File: src/rtl/bin2bcd_pkg.sv
// Shared types and constants for the iterative binary-to-BCD converter.
package bin2bcd_pkg;

  typedef enum logic [1:0] {
    IDLE,
    SHIFT,
    DONE
  } state_e;

  // 64-bit result so that 10^10 still fits for the widest digit count.
  function automatic logic [63:0] pow10(input int n);
    logic [63:0] r;
    r = 64'd1;
    for (int i = 0; i < n; i++) begin
      r = r * 64'd10;
    end
    return r;
  endfunction

endpackage

File: src/rtl/bcd_digit_adj.sv
// Double-dabble correction cell: adds 3 to a BCD digit that is 5 or more.
module bcd_digit_adj (
  input  logic [3:0] digit_in,
  output logic [3:0] digit_out
);

  assign digit_out = (digit_in >= 4'd5) ? (digit_in + 4'd3) : digit_in;

endmodule

File: src/rtl/bin2bcd_iter.sv
// Iterative (one bit per cycle) double-dabble binary-to-BCD converter with
// overflow saturation and a leading-zero mask.
module bin2bcd_iter
  import bin2bcd_pkg::*;
#(
  parameter int BIN_W  = 7,
  parameter int DIGITS = 3
) (
  input  logic                  clk,
  input  logic                  rst,
  input  logic                  start,
  input  logic [BIN_W-1:0]      binary_in,
  output logic                  busy,
  output logic                  done,
  output logic [4*DIGITS-1:0]   bcd_out,
  output logic                  ovf,
  output logic [DIGITS-1:0]     lz_mask
);

  localparam int                  ACC_W     = 4*DIGITS + 4;
  localparam int                  CNT_W     = $clog2(BIN_W + 1);
  localparam logic [63:0]         OVF_LIMIT = pow10(DIGITS);
  localparam logic [DIGITS-1:0]   LZ_RESET  = ~DIGITS'(1);
  localparam logic [4*DIGITS-1:0] BCD_SAT   = {DIGITS{4'h9}};

  state_e              state_q, state_d;
  logic [CNT_W-1:0]    cnt_q, cnt_d;
  logic [ACC_W-1:0]    acc_q, acc_d;
  logic [BIN_W-1:0]    sr_q, sr_d;
  logic                ovf_pend_q, ovf_pend_d;
  logic                done_q, done_d;
  logic [4*DIGITS-1:0] bcd_q, bcd_d;
  logic                ovf_q, ovf_d;
  logic [DIGITS-1:0]   lz_q, lz_d;

  logic [ACC_W-1:0]    acc_adj;
  logic [4*DIGITS-1:0] res_bcd;
  logic [DIGITS-1:0]   res_lz;
  logic                zero_run;
  logic                capture;

  // The extra top digit keeps overflow digits from wrapping into the result.
  for (genvar g = 0; g <= DIGITS; g++) begin : g_adj
    bcd_digit_adj u_adj (
      .digit_in  (acc_q[4*g +: 4]),
      .digit_out (acc_adj[4*g +: 4])
    );
  end

  always_comb begin
    res_bcd  = ovf_pend_q ? BCD_SAT : acc_q[4*DIGITS-1:0];
    res_lz   = '0;
    zero_run = 1'b1;
    for (int i = DIGITS-1; i >= 1; i--) begin
      zero_run  = zero_run & (res_bcd[4*i +: 4] == 4'd0);
      res_lz[i] = zero_run;
    end
  end

  // Results are published on the edge that leaves DONE, so a held start
  // restarts on that same edge and keeps a BIN_W+1 cycle cadence.
  always_comb begin
    state_d    = state_q;
    cnt_d      = cnt_q;
    acc_d      = acc_q;
    sr_d       = sr_q;
    ovf_pend_d = ovf_pend_q;
    done_d     = 1'b0;
    bcd_d      = bcd_q;
    ovf_d      = ovf_q;
    lz_d       = lz_q;
    capture    = 1'b0;

    case (state_q)
      IDLE: begin
        capture = start;
      end
      SHIFT: begin
        acc_d      = {acc_adj[ACC_W-2:0], sr_q[BIN_W-1]};
        sr_d       = {sr_q[BIN_W-2:0], 1'b0};
        ovf_pend_d = ovf_pend_q | acc_adj[ACC_W-1];
        cnt_d      = cnt_q - CNT_W'(1);
        if (cnt_q == CNT_W'(1)) begin
          state_d = DONE;
        end
      end
      DONE: begin
        done_d  = 1'b1;
        bcd_d   = res_bcd;
        ovf_d   = ovf_pend_q;
        lz_d    = res_lz;
        capture = start;
        if (!start) begin
          state_d = IDLE;
        end
      end
      default: begin
        state_d = IDLE;
      end
    endcase

    if (capture) begin
      state_d    = SHIFT;
      cnt_d      = CNT_W'(BIN_W);
      acc_d      = '0;
      sr_d       = binary_in;
      ovf_pend_d = (64'(binary_in) >= OVF_LIMIT);
    end
  end

  always_ff @(posedge clk or posedge rst) begin
    if (rst) begin
      state_q    <= IDLE;
      cnt_q      <= '0;
      acc_q      <= '0;
      sr_q       <= '0;
      ovf_pend_q <= 1'b0;
      done_q     <= 1'b0;
      bcd_q      <= '0;
      ovf_q      <= 1'b0;
      lz_q       <= LZ_RESET;
    end else begin
      state_q    <= state_d;
      cnt_q      <= cnt_d;
      acc_q      <= acc_d;
      sr_q       <= sr_d;
      ovf_pend_q <= ovf_pend_d;
      done_q     <= done_d;
      bcd_q      <= bcd_d;
      ovf_q      <= ovf_d;
      lz_q       <= lz_d;
    end
  end

  assign busy    = (state_q != IDLE);
  assign done    = done_q;
  assign bcd_out = bcd_q;
  assign ovf     = ovf_q;
  assign lz_mask = lz_q;

endmodule

File: config.mk
export PLATFORM = sky130hd
export DESIGN_NAME = bin2bcd_iter
export DESIGN_NICKNAME = d
export VERILOG_FILES = /design/src/rtl/bin2bcd_pkg.sv /design/src/rtl/bcd_digit_adj.sv /design/src/rtl/bin2bcd_iter.sv
export SDC_FILE = /design/constraint.sdc
export NUM_CORES = 1
export LEC_CHECK = 0
export ABC_AREA = 1
export BUFFER_PORTS_ARGS = -buffer_cell sky130_fd_sc_hd__buf_4
export CAP_MARGIN = 30
export CORE_MARGIN = 2
export CORE_UTILIZATION = 30
export CTS_CLUSTER_DIAMETER = 50
export DETAILED_ROUTE_END_ITERATION = 7
export GPL_ROUTABILITY_DRIVEN = 1
export PLACE_DENSITY = 0.53
export SETUP_SLACK_MARGIN = 0.2
export SLEW_MARGIN = 20
export SYNTH_ARGS = -nofsm -noshare
export SYNTH_HDL_FRONTEND = slang
export SYNTH_SLANG_ARGS = --single-unit
File: constraint.sdc
create_clock -name clk -period 1.2 [get_ports clk]
set_input_delay 0.12 -clock clk [delete_from_list [all_inputs] [get_ports clk]]
set_output_delay 0.12 -clock clk [all_outputs]
set_load 0.02 [all_outputs]
# Yosys cells after proc, flatten, opt, wreduce, memory -nomap -nowiden

Index checks and enable logic that the tools add are counted.

Reductions and logical operators: 7
Bitwise operators: 2
Mux-type cells: 19
$lt $le $gt $ge: 4
Eq/ne operators: 6
Add/subtract/negate cells: 5
Multiply operators: 0
Shift operators: 0
Divide/modulo/power cells: 0

Operators with widths:

| operator                                                               | number |
|---|---|
| 16-bit 2-to-1 mux                                                      | 2 |
| 4-bit by 2-bit adder with 4-bit output (second input constant)         | 4 |
| 4-bit by 3-bit >= comparator with 1-bit output (second input constant) | 4 |
| 4-bit 2-to-1 mux                                                       | 4 |
| 7-bit 2-to-1 mux                                                       | 2 |
| 12-bit 2-to-1 mux                                                      | 1 |
| 4-bit zero test                                                        | 2 |
| 2-bit 2-to-1 mux                                                       | 3 |
| 3-bit 2-to-1 mux                                                       | 2 |
| 3-bit != test (second input constant)                                  | 2 |
| 2-bit case mux with 3 select lines                                     | 1 |
| 1-bit 2-to-1 mux                                                       | 4 |
| 2-bit nonzero test                                                     | 2 |
| 3-bit by 1-bit == test with 1-bit output (second input constant)       | 1 |
| 3-bit AND reduction                                                    | 1 |
| 3-bit by 1-bit subtractor with 3-bit output (second input constant)    | 1 |
| 2-bit by 1-bit == test with 1-bit output (second input constant)       | 1 |
| 2-bit == test (second input constant)                                  | 1 |
| 2-bit zero test                                                        | 1 |
| 2-bit != test (second input constant)                                  | 1 |
| 2-bit OR reduction                                                     | 1 |
| 1-bit AND                                                              | 1 |
| 1-bit bitwise OR                                                       | 1 |

Latch bits: 0
Register bits: 45
Logic and storage cells: 52
Memories kept: 0
Bits in read-only memories: 0
RAM bits: 0
Output and inout port bits: 18

# Depth between registers and ports, before layout

Gate-level depths: netlist of the first run.

Depth after elaboration: 5
Gate-level depth with buffers: 8
Depth with buffers taken out: 8

# By module

From an unflattened synthesis of the first run, not the netlist that was laid out.

Cells, all modules: 300
Area total of the unflattened synthesis: 2448.6 um^2

By module, submodules not included:

| module        | area each (um^2) | cells an instance | times used |
|---|---|---|---|
| bin2bcd_iter  | 1908.1           | 208               | 1 |
| bcd_digit_adj | 135.1            | 23                | 4 |

# Least setup slack after synthesis of the first run

No wires, ideal clock.

Kind: reg-to-reg
Start point: reg acc_q[5]
End point: reg acc_q[8]
Required time: 1074 ps
Arrival time: 1034 ps
Slack: 40 ps
Setup time: 126 ps
Stages on the path, launching flop included: 8
Buffers on the path: 0
Path through: dfrtp_1 inv_1 ha_1 inv_1 nand2_1 nand3_1 nand2_1 o21ai_0

Longest elaborated chain between the ends: 4
Elaborated cells between the ends (all ways): 5
Classes of those cells: add/sub: 1; order compare: 1; mux: 3

RTL lines:

| item                                                                                                     | line                | RTL |
|---|---|---|
| from (decl)                                                                                              | bin2bcd_iter.sv:28  | `logic [ACC_W-1:0] acc_q, acc_d;` |
| from (signal assigned)                                                                                   | bin2bcd_iter.sv:115 | `acc_q <= '0;` |
| from (signal assigned)                                                                                   | bin2bcd_iter.sv:125 | `acc_q <= acc_d;` |
| 4-bit by 2-bit adder with 4-bit output or 4-bit by 3-bit >= comparator with 1-bit output (tied branches) | bcd_digit_adj.sv:7  | `assign digit_out = (digit_in >= 4'd5) ? (digit_in + 4'd3) : digit_in;` |
| 4-bit 2-to-1 mux *                                                                                       | bcd_digit_adj.sv:7  |  |
| 16-bit 2-to-1 mux *                                                                                      | bin2bcd_iter.sv:74  | `case (state_q)` |
| 16-bit 2-to-1 mux *                                                                                      | bin2bcd_iter.sv:102 | `if (capture) begin` |

Every way passes the cells marked *; elsewhere a longest branch is shown, timed or not. The select of a mux whose other input is x is not followed.
A chain may end at the register's enable or synchronous reset.

# Worst setup path in the final report of the first run

Start point: reg acc_q[5]
End point: reg acc_q[5]

Longest elaborated chain between the ends: 4

RTL lines:

| item                                           | line |
|---|---|
| 4-bit by 3-bit >= comparator with 1-bit output | bcd_digit_adj.sv:7 |
| 4-bit 2-to-1 mux                               | bcd_digit_adj.sv:7 |
| 16-bit 2-to-1 mux                              | bin2bcd_iter.sv:74 |
| 16-bit 2-to-1 mux                              | bin2bcd_iter.sv:102 |

No other way between the ends. The select of a mux whose other input is x is not followed.

==> results of run 1 <==
## area by class of cell
type	count	area, sq um	area share (%)
timing repair inverter	1	8.76	0.272
inverter	31	153	4.73
timing repair buffer	56	482	14.9
multi-input combinational	184	1230	38.3
tap	99	124	3.84
clock buffer	8	90.1	2.79
sequential	45	1130	35.1
## flip-flops by register name (all words and copies together) (netlist names)
signal      cells
acc_q          16
bcd_out        12
sr_q            7
cnt_q           3
lz_mask         2
state_q         2
done            1
ovf             1
ovf_pend_q      1
## cells in the mapped netlist, types with 2 or more instances
master | count | area [sq um]
o22ai_1 | 2 | 12.5
nor2_4 | 2 | 22.5
nand2_1 | 87 | 327
nand4_1 | 10 | 62.6
nand3_1 | 26 | 130
inv_1 | 27 | 101
inv_2 | 3 | 11.3
nand2_4 | 2 | 22.5
dfrtp_1 | 43 | 1080
dfstp_2 | 2 | 52.6
o21ai_0 | 16 | 80.1
nor2_1 | 12 | 45.0
buf_4 | 3 | 22.5
a21oi_1 | 5 | 25.0
o21ai_2 | 4 | 35.0
ha_1 | 10 | 125
## cell families after synthesis
family,share of synthesized area [%]
fa+ha+maj,5.61
flops,50.6
other cells,0.168
compound gates,8.69
buf+inv,7.35
simple gates,27.6
## final timing paths
| check | endpoint | cells past startpoint |
|---|---|---|
| worst max-delay path | acc_q[5]$_DFFE_PP0P_ | 7 |
| max in group asynchronous | lz_mask[2]$_DFFE_PP1P_ | 4 |
| worst max register to register | acc_q[5]$_DFFE_PP0P_ | 7 |
| worst min register to register | lz_mask[2]$_DFFE_PP1P_ | 2 |
| min in group asynchronous | bcd_out[6]$_DFFE_PP0P_ | 4 |
| worst min-delay path | sr_q[0]$_DFFE_PP0P_ | 3 |
## timing repair
action / CTS / global route
pin swaps: 15 / 20
gates cloned: 1 / 1
endpoints found under the setup margin: 43 / 46
hold buffers: 1 / 0
setup buffers: 12 / 7
endpoints found under the hold margin: 43 / 0
resized for setup: 38 / 39
## critical path: cells and delay by family, from the launching register on
family	cells	cell delay, ns
buffers and inverters	1	0.13
flip-flops	1	0.39
AND/OR/NAND/NOR	5	0.37
adder cells (fa/ha/maj)	1	0.16
## power by group
| group | total (mW) | internal [mW] | switching, mW |
|---|---|---|---|
| Sequential | 2.78 | 2.20 | 0.578 |
| Clock | 0.952 | 0.470 | 0.482 |
| Combinational | 5.14 | 2.22 | 2.92 |
## layer usage
metal	routed length (microns)	part of all wire, %	track usage (%)	vias up
met4	14	0.27	3.72	0
met3	216	4.2	2.77	2
met2	2480	49	20.9	42
li1	-	-	-	981
met1	2400	47	17.0	932
met5	0	0	0	-
## stage by stage
stage / worst slack [ns] / hold slack, ns / total power, mW
final: 0.0343 / 0.0244 / 8.87
after global routing: -0.0285 / 0.0322 / 9.67
after CTS: 0.0523 / 0.0152 / 8.30
after detailed placement: 0.0516 / 0.186 / 6.63
after global placement: 0.0542 / 0.188 / 6.57
after floorplan: 0.124 / 0.130 / 5.60
==> run summary, run 1 <==
crit-path cells - inv_2 -> ha_4 -> nand2_4 -> nand3_4 -> nand2_1 -> nand3_1 -> nand2_1
I/O pin count - 28
CTS HTree Levels - 2
HP Start - binary_in[0]
final wirelength - 5120 microns
number of diodes - 0
detailed-route DRC error count - 0
Finished Layout Cells - 424
Reg2Reg Setup Slack - 0.03 ns
initial antenna violation count - 0
critical path peak fanout - 4
CP Launch Type - flop
pwr dens - 2750 mW/mm^2
Final Skew - 0.00479 ns
final setup vio count - 0
most common cell type on the critical path - nand2_1
layout cells sized above 1 - 44.9%
Setup TNS - 0 ns
most frequent cells in the layout - nand2_1 (66), buf_4 (44), dfrtp_1 (39), nand3_1 (18), nand2_2 (15)
Syn Area/Cell - 8.42 sq um
min Tclk post-route - 1.17 ns
drt first pass iters - 4
sequential share of the synthesized area - 50.6%
DR vias/cell - 4.62
Hold Crit Class - primary input to flop
EDFF count, synth - 0
vias in the first global route - 1,861
GRT overflow - 0
Std-Cell Rows - 31
Fmax - 858 MHz
GRT Overall Usage - 12.8%
Synth Instances - 265
Sinks on Clock Net - 45
flops & latches, synth - 45
Cell Area, Synth - 0.00223 sq mm
antenna viol nets, final - 0
CP peak stage delay - 0.39 ns
CTS tree - yes
DR WL/cell - 12.1 microns
Post-synth ARST share - 100%
synth warn - 0
post-synth net total - 285
RR Startpoint - acc_q[5]$_DFFE_PP0P_
Starting Density - 30.9%
number of DRC markers in iteration 0 - 76
Leakage Power - 1.54 nW
largest net degree at the start of global routing - 33
Clock Latency Late Sink - 0.29 ns
hpwl dp - 3250 microns
CTS Root Cell - clkbuf_8
# nets final - 344
Worst Setup Path Type - flop to flop
Max Cap Viol - 0
Placed Instance Area - 0.00269 sq mm
total CTS buffers - 5
Chip Height - 90.2 microns
Hold Fails Final Rpt - 0
final core occ - 44.7%
core box area - 0.00721 sq mm
Unique masters post-synth - 27
CP required - 1.39 ns
area grow syn2layout - 44.6%
commonest non-fill, non-tap cell in the layout - nand2_1
status - finished, final reports clean
RSZ-0062 raised after global routing - true
final-report max-slew violation count - 0
port bufs - 26
crit path from - acc_q[5]$_DFFE_PP0P_
Die ar. - 0.00814 sq mm
period utilization - 97.1%
die width - 90.2 microns
final instance area - 0.00323 sq mm
GPL Wtd Cong - 0.738
DP Cell Count - 394
crit end category - flop
Critical-path top delay cell - dfrtp_1
clk slew on worst S/H paths - 0.08 ns
clk buf depth - 2
Arrival @ worst endpoint - 1.35 ns
DR vias - 1,957
VDD IR-drop max - 0.000857 V
global-route wire length before repair - 8610 microns
Fillers - 742
Main synth FF type - dfrtp_1
(Power assumes the default switching activity.)
==> run 2: changes to the inputs <==
--- a/config.mk
+++ b/config.mk
@@ -9,11 +9,11 @@
 export BUFFER_PORTS_ARGS = -buffer_cell sky130_fd_sc_hd__buf_4
 export CAP_MARGIN = 30
 export CORE_MARGIN = 2
-export CORE_UTILIZATION = 30
+export CORE_UTILIZATION = 51
 export CTS_CLUSTER_DIAMETER = 50
 export DETAILED_ROUTE_END_ITERATION = 7
 export GPL_ROUTABILITY_DRIVEN = 1
-export PLACE_DENSITY = 0.53
+export PLACE_DENSITY = 0.79
 export SETUP_SLACK_MARGIN = 0.2
 export SLEW_MARGIN = 20
 export SYNTH_ARGS = -nofsm -noshare
==> run summary, run 2 (same netlist as run 1, synthesis figures left out) <==
status - complete, but fails checks (was finished, final reports clean)
failing checks - negative setup slack
DP Cell Count - 344 (was 394)
Worst Setup Path Type - flop to flop (unchanged)
global-route wire length before repair - 8300 microns (was 8610 microns)
Fillers - 306 (was 742)
Max Cap Viol - 0 (unchanged)
Arrival @ worst endpoint - 1.40 ns (was 1.35 ns)
crit end category - flop (unchanged)
clk slew on worst S/H paths - 0.08 ns (about the same)
Sinks on Clock Net - 45 (unchanged)
crit-path cells - inv_2 -> ha_4 -> inv_4 -> nand2_4 -> nand3_4 -> nand2_1 -> nand3_1 -> nand2_1 (was inv_2 -> ha_4 -> nand2_4 -> nand3_4 -> nand2_1 -> nand3_1 -> nand2_1)
Hold Crit Class - primary input to flop (unchanged)
Sequential Area - 0.00113 sq mm (about the same)
initial antenna violation count - 0 (unchanged)
Chip Height - 70.1 microns (was 90.2 microns)
port bufs - 26 (unchanged)
Fin Hold WS - 0.0185 ns (was 0.0244 ns)
hpwl dp - 3130 microns (was 3250 microns)
Clock Latency Late Sink - 0.30 ns (was 0.29 ns)
Starting Density - 52.0% (was 30.9%)
DR vias/cell - 5.34 (was 4.62)
Largest register FFs - 16 (unchanged)
critical path peak fanout - 4 (unchanged)
most frequent cells in the layout - nand2_1 (71), buf_4 (51), dfrtp_1 (40), nand3_1 (19), inv_2 (13) (was nand2_1 (66), buf_4 (44), dfrtp_1 (39), nand3_1 (18), nand2_2 (15))
power consumption - 9.08 mW (was 8.87 mW)
CP Launch Type - flop (unchanged)
# nets final - 354 (was 344)
GRT overflow - 0 (unchanged)
core box area - 0.00429 sq mm (was 0.00721 sq mm)
Cell Int Power - 4.96 mW (was 4.89 mW)
Die ar. - 0.00492 sq mm (was 0.00814 sq mm)
Std-Cell Rows - 24 (was 31)
fin worst setup slack - -0.00897 ns (was 0.0343 ns)
Critical-path top delay cell - dfrtp_1 (unchanged)
sequential cell fraction of total power - 31.0% (was 31.3%)
DR vias - 2,065 (was 1,957)
Leakage Power - 1.58 nW (was 1.54 nW)
I/O pin count - 28 (unchanged)
die width - 70.1 microns (was 90.2 microns)
CTS Root Cell - clkbuf_8 (unchanged)
final core occ - 75.1% (was 44.7%)
antenna viol nets, final - 0 (unchanged)
DR WL/cell - 14.1 microns (was 12.1 microns)
CTS HTree Levels - 2 (unchanged)
Top reg by flops - acc_q (unchanged)
final instance area - 0.00323 sq mm (unchanged)
final-report max-slew violation count - 0 (unchanged)
period utilization - 101% (was 97.1%)
Logic pwr share - 58.4% (was 57.9%)
number of DRC markers in iteration 0 - 179 (was 76)
Placed Instance Area - 0.00261 sq mm (was 0.00269 sq mm)
CTS tree - yes (unchanged)
Hold Fails Final Rpt - 0 (unchanged)
drt first pass iters - 4 (unchanged)
pwr dens - 2820 mW/mm^2 (was 2750 mW/mm^2)
min Tclk post-route - 1.21 ns (was 1.17 ns)
area grow syn2layout - 44.6% (unchanged)
layout cells sized above 1 - 44.2% (was 44.9%)
most common cell type on the critical path - nand2_1 (unchanged)
VDD IR-drop max - 0.00132 V (was 0.000857 V)
detailed-route DRC error count - 0 (unchanged)
clk buf depth - 2 (unchanged)
Final Skew - 0.00613 ns (was 0.00479 ns)
total CTS buffers - 5 (unchanged)
final wirelength - 5470 microns (was 5120 microns)
vias in the first global route - 1,883 (was 1,861)
CP required - 1.39 ns (about the same)
Fmax - 827 MHz (was 858 MHz)
Switching Power - 4.13 mW (was 3.98 mW)
RSZ-0062 raised after global routing - true (unchanged)
CP peak stage delay - 0.43 ns (was 0.39 ns)
number of diodes - 0 (unchanged)
GRT Overall Usage - 21.4% (was 12.8%)
Finished Layout Cells - 387 (was 424)
Setup TNS - -0.0114 ns (was 0 ns)
final setup vio count - 2 (was 0)
Switching Share - 45.4% (was 44.9%)
largest net degree at the start of global routing - 46 (was 33)
clock power share - 10.6% (was 10.7%)
commonest non-fill, non-tap cell in the layout - nand2_1 (unchanged)
dpl ws - -0.00147 ns (was 0.0516 ns)
multi-input logic area - 0.00121 sq mm (was 0.00123 sq mm)
GPL Wtd Cong - 0.836 (was 0.738)
[run 2: cell types whose count changed in the layout (fill, tap and decap cells not counted), sizes merged]
| cell | before | now |
|---|---|---|
| clkinv | 0 | 1 |
| inv | 31 | 30 |
| buf | 55 | 65 |
[run 2: worst paths after layout]
check / slack [ns] / depth (start not counted) / startpoint / to
setup reg to reg: -0.009 / 8 / acc_q[12]$_DFFE_PP0P_ / acc_q[13]$_DFFE_PP0P_
max in group asynchronous: 0.50 / 4 / rst / lz_mask[2]$_DFFE_PP1P_
hold reg to reg: 0.48 / 2 / lz_mask[2]$_DFFE_PP1P_ / lz_mask[2]$_DFFE_PP1P_
hold / removal: 0.02 / 3 / binary_in[0] / sr_q[0]$_DFFE_PP0P_
setup / recovery: -0.009 / 8 / acc_q[12]$_DFFE_PP0P_ / acc_q[13]$_DFFE_PP0P_
min in group asynchronous: 0.44 / 4 / rst / bcd_out[9]$_DFFE_PP0P_
[run 2: layout make-up]
| class | count | share of cell area, % |
|---|---|---|
| Multi-Input combinational cell | 184 | 37.7 |
| Sequential cell | 45 | 35.1 |
| Timing Repair Buffer | 66 | 17.4 |
| Inverter | 31 | 4.65 |
| Clock buffer | 8 | 2.79 |
| Tap cell | 52 | 2.02 |
| Timing Repair inverter | 1 | 0.349 |
[run 2: worst max-delay path: cells and delay by family (launching register included)]
kind | cells | cell delay (ns)
DFF | 1 | 0.43
and+or+nand+nor | 5 | 0.35
buffers and inverters | 2 | 0.14
adders and majority gates | 1 | 0.17
[run 2: power by group through the flow]
stage	sequential [mW]	combinational [mW]	clock, mW
after floorplan	2.87	2.72	0
after global placement	2.70	3.71	0
after detailed placement	2.75	3.84	0
after CTS	2.72	4.47	0.996
after global routing	2.89	5.82	1.08
final	2.81	5.30	0.965
[run 2: per-layer routing]
layer / GRT usage [%] / routed length, microns / up-vias
met5: 0 / 0 / -
met4: 8.33 / 119 / 0
met3: 5.48 / 211 / 11
met2: 36.6 / 2910 / 43
met1: 26.0 / 2220 / 1014
li1: - / - / 997
[run 2: timing repair]
item	in CTS	in global routing
pin swaps	11	19
resized for setup	26	47
endpoints found under the setup margin	44	51
setup buffers	20	12
hold buffers	1	0
endpoints found under the hold margin	43	0
gates cloned	0	2
==> run 3: changes to the inputs <==
==> constraint.sdc (replaced) <==
create_clock -name clk -period 1.1 [get_ports clk]
set_input_delay 0.11 -clock clk [delete_from_list [all_inputs] [get_ports clk]]
set_output_delay 0.11 -clock clk [all_outputs]
set_load 0.02 [all_outputs]
==> run summary, run 3 (same netlist as run 1, synthesis figures left out) <==
status - complete, but fails checks (unchanged)
failing checks - negative setup slack (unchanged)
layout cells sized above 1 - 53.2% (was 44.2%)
DR vias - 2,134 (was 2,065)
Setup TNS - -0.955 ns (was -0.0114 ns)
DR vias/cell - 5.36 (was 5.34)
Cell Int Power - 6.16 mW (was 4.96 mW)
critical path peak fanout - 6 (was 4)
clk slew on worst S/H paths - 0.08 ns (about the same)
Worst Setup Path Type - flop to flop (unchanged)
Max Cap Viol - 0 (unchanged)
CTS HTree Levels - 2 (unchanged)
GRT overflow - 0 (unchanged)
Clock Latency Late Sink - 0.29 ns (was 0.30 ns)
Arrival @ worst endpoint - 1.43 ns (was 1.40 ns)
Hold Fails Final Rpt - 0 (unchanged)
Logic pwr share - 62.8% (was 58.4%)
HP Start - binary_in[1] (was binary_in[0])
hpwl dp - 3190 microns (was 3130 microns)
Sinks on Clock Net - 45 (unchanged)
Largest register FFs - 16 (unchanged)
detailed-route DRC error count - 0 (unchanged)
I/O pin count - 28 (unchanged)
Switching Power - 4.94 mW (was 4.13 mW)
number of DRC markers in iteration 0 - 144 (was 179)
GRT Overall Usage - 21.8% (was 21.4%)
RR Startpoint - state_q[0]$_DFFE_PP0P_ (was acc_q[12]$_DFFE_PP0P_)
crit end category - flop (unchanged)
Hold Crit Class - primary input to flop (unchanged)
VDD IR-drop max - 0.00168 V (was 0.00132 V)
final setup vio count - 26 (was 2)
initial antenna violation count - 0 (unchanged)
most frequent cells in the layout - nand2_1 (59), buf_4 (47), dfrtp_1 (37), buf_6 (26), nand2_2 (23) (was nand2_1 (71), buf_4 (51), dfrtp_1 (40), nand3_1 (19), inv_2 (13))
fin worst setup slack - -0.107 ns (was -0.00897 ns)
final-report max-slew violation count - 0 (unchanged)
final core occ - 81.5% (was 75.1%)
clk buf depth - 2 (unchanged)
Leakage Power - 1.68 nW (was 1.58 nW)
Finished Layout Cells - 398 (was 387)
period utilization - 110% (was 101%)
clock power share - 8.9% (was 10.6%)
drt first pass iters - 4 (unchanged)
Starting Density - 52.0% (unchanged)
core box area - 0.00429 sq mm (unchanged)
vias in the first global route - 2,010 (was 1,883)
crit path from - state_q[0]$_DFFE_PP0P_ (was acc_q[12]$_DFFE_PP0P_)
Top reg by flops - acc_q (unchanged)
Final Skew - 0.00791 ns (was 0.00613 ns)
number of diodes - 0 (unchanged)
CP Launch Type - flop (unchanged)
# nets final - 365 (was 354)
dpl ws - -0.0337 ns (was -0.00147 ns)
DP Cell Count - 357 (was 344)
Fmax - 829 MHz (was 827 MHz)
GPL Wtd Cong - 0.826 (was 0.836)
total CTS buffers - 5 (unchanged)
DR WL/cell - 14.9 microns (was 14.1 microns)
Switching Share - 44.5% (was 45.4%)
final wirelength - 5920 microns (was 5470 microns)
CTS Root Cell - clkbuf_8 (unchanged)
commonest non-fill, non-tap cell in the layout - nand2_1 (unchanged)
min Tclk post-route - 1.21 ns (about the same)
die width - 70.1 microns (unchanged)
Die ar. - 0.00492 sq mm (unchanged)
Std-Cell Rows - 24 (unchanged)
largest net degree at the start of global routing - 46 (unchanged)
CP required - 1.32 ns (was 1.39 ns)
port bufs - 26 (unchanged)
sequential cell fraction of total power - 28.3% (was 31.0%)
CTS tree - yes (unchanged)
pwr dens - 3170 mW/mm^2 (was 2820 mW/mm^2)
RSZ-0062 raised after global routing - true (unchanged)
antenna viol nets, final - 0 (unchanged)
Chip Height - 70.1 microns (unchanged)
global-route wire length before repair - 8640 microns (was 8300 microns)
area grow syn2layout - 56.9% (was 44.6%)
-- run 3: cell count changes in the layout (fill, tap and decap cells not counted), moves of 2 or more --
cell / previous run / this run
nand2_1: 71 / 59
clkbuf_16: 0 / 2
o22ai_2: 0 / 2
nand2_2: 11 / 23
nor2_2: 2 / 0
dfrtp_2: 3 / 6
buf_4: 51 / 47
nand3_1: 19 / 13
buf_6: 11 / 26
dfrtp_1: 40 / 37
o22ai_1: 2 / 0
nand3_2: 4 / 10
-- run 3: repair_timing --
action | 4_1_cts | 5_1_grt
gates cloned | 0 | 3
pin swaps | 7 | 29
endpoints found under the hold margin | 43 | 0
buffers inserted | 18 | 11
setup endpoints to repair | 60 | 62
hold buffers | 1 | 0
gates resized for setup | 36 | 75
-- run 3: final timing paths --
| path | slack (ns) | endpoint | cells past startpoint |
|---|---|---|---|
| max in group asynchronous | 0.41 | lz_mask[2]$_DFFE_PP1P_ | 4 |
| min in group asynchronous | 0.42 | bcd_out[3]$_DFFE_PP0P_ | 4 |
| max reg2reg | -0.11 | bcd_out[2]$_DFFE_PP0P_ | 5 |
| min | 0.01 | sr_q[1]$_DFFE_PP0P_ | 3 |
| min reg2reg | 0.48 | sr_q[0]$_DFFE_PP0P_ | 2 |
| max | -0.11 | bcd_out[2]$_DFFE_PP0P_ | 5 |
-- run 3: final cells by class --
type                            instances  area [sq um]
Multi-Input combinational cell        184          1320
Sequential cell                        45          1140
Fill cell                             246           793
Timing Repair Buffer                   78           746
Inverter                               31           151
Clock buffer                            8          80.1
Tap cell                               52          65.1
-- run 3: layer usage --
| metal | share of wire [%] | vias up | track usage (%) |
|---|---|---|---|
| li1 | - | 1027 | - |
| met2 | 55 | 57 | 40.2 |
| met5 | 0 | - | 0 |
| met4 | 1.3 | 0 | 6.20 |
| met1 | 41 | 1042 | 25.2 |
| met3 | 3.4 | 8 | 4.91 |
-- run 3: metrics by stage --
step           cell area [sq um]  total power [mW]  hold slack, ns
2_1_floorplan               2340              6.12           0.120
3_3_place_gp                2720              7.45           0.190
3_5_place_dp                2720              7.59           0.191
4_1_cts                     3070              9.25          0.0158
5_1_grt                     3500              11.9          0.0137
6_report                    3500              11.1         0.00992
-- run 3: critical path: stages, from the launching register on --
cell and delay (ns):
dfrtp_2 0.46, nor2_4 0.15, inv_4 0.07, nor2_4 0.22, inv_4 0.09, o21ai_2 0.15
-- run 3: power by group through the flow --
stage | clock network [mW] | registers [mW] | logic [mW]
floorplan | 0 | 3.13 | 2.99
global placement | 0 | 2.95 | 4.50
detailed placement | 0 | 2.98 | 4.61
CTS | 0.997 | 3.01 | 5.24
global route | 1.10 | 3.21 | 7.56
finish | 0.991 | 3.14 | 6.98
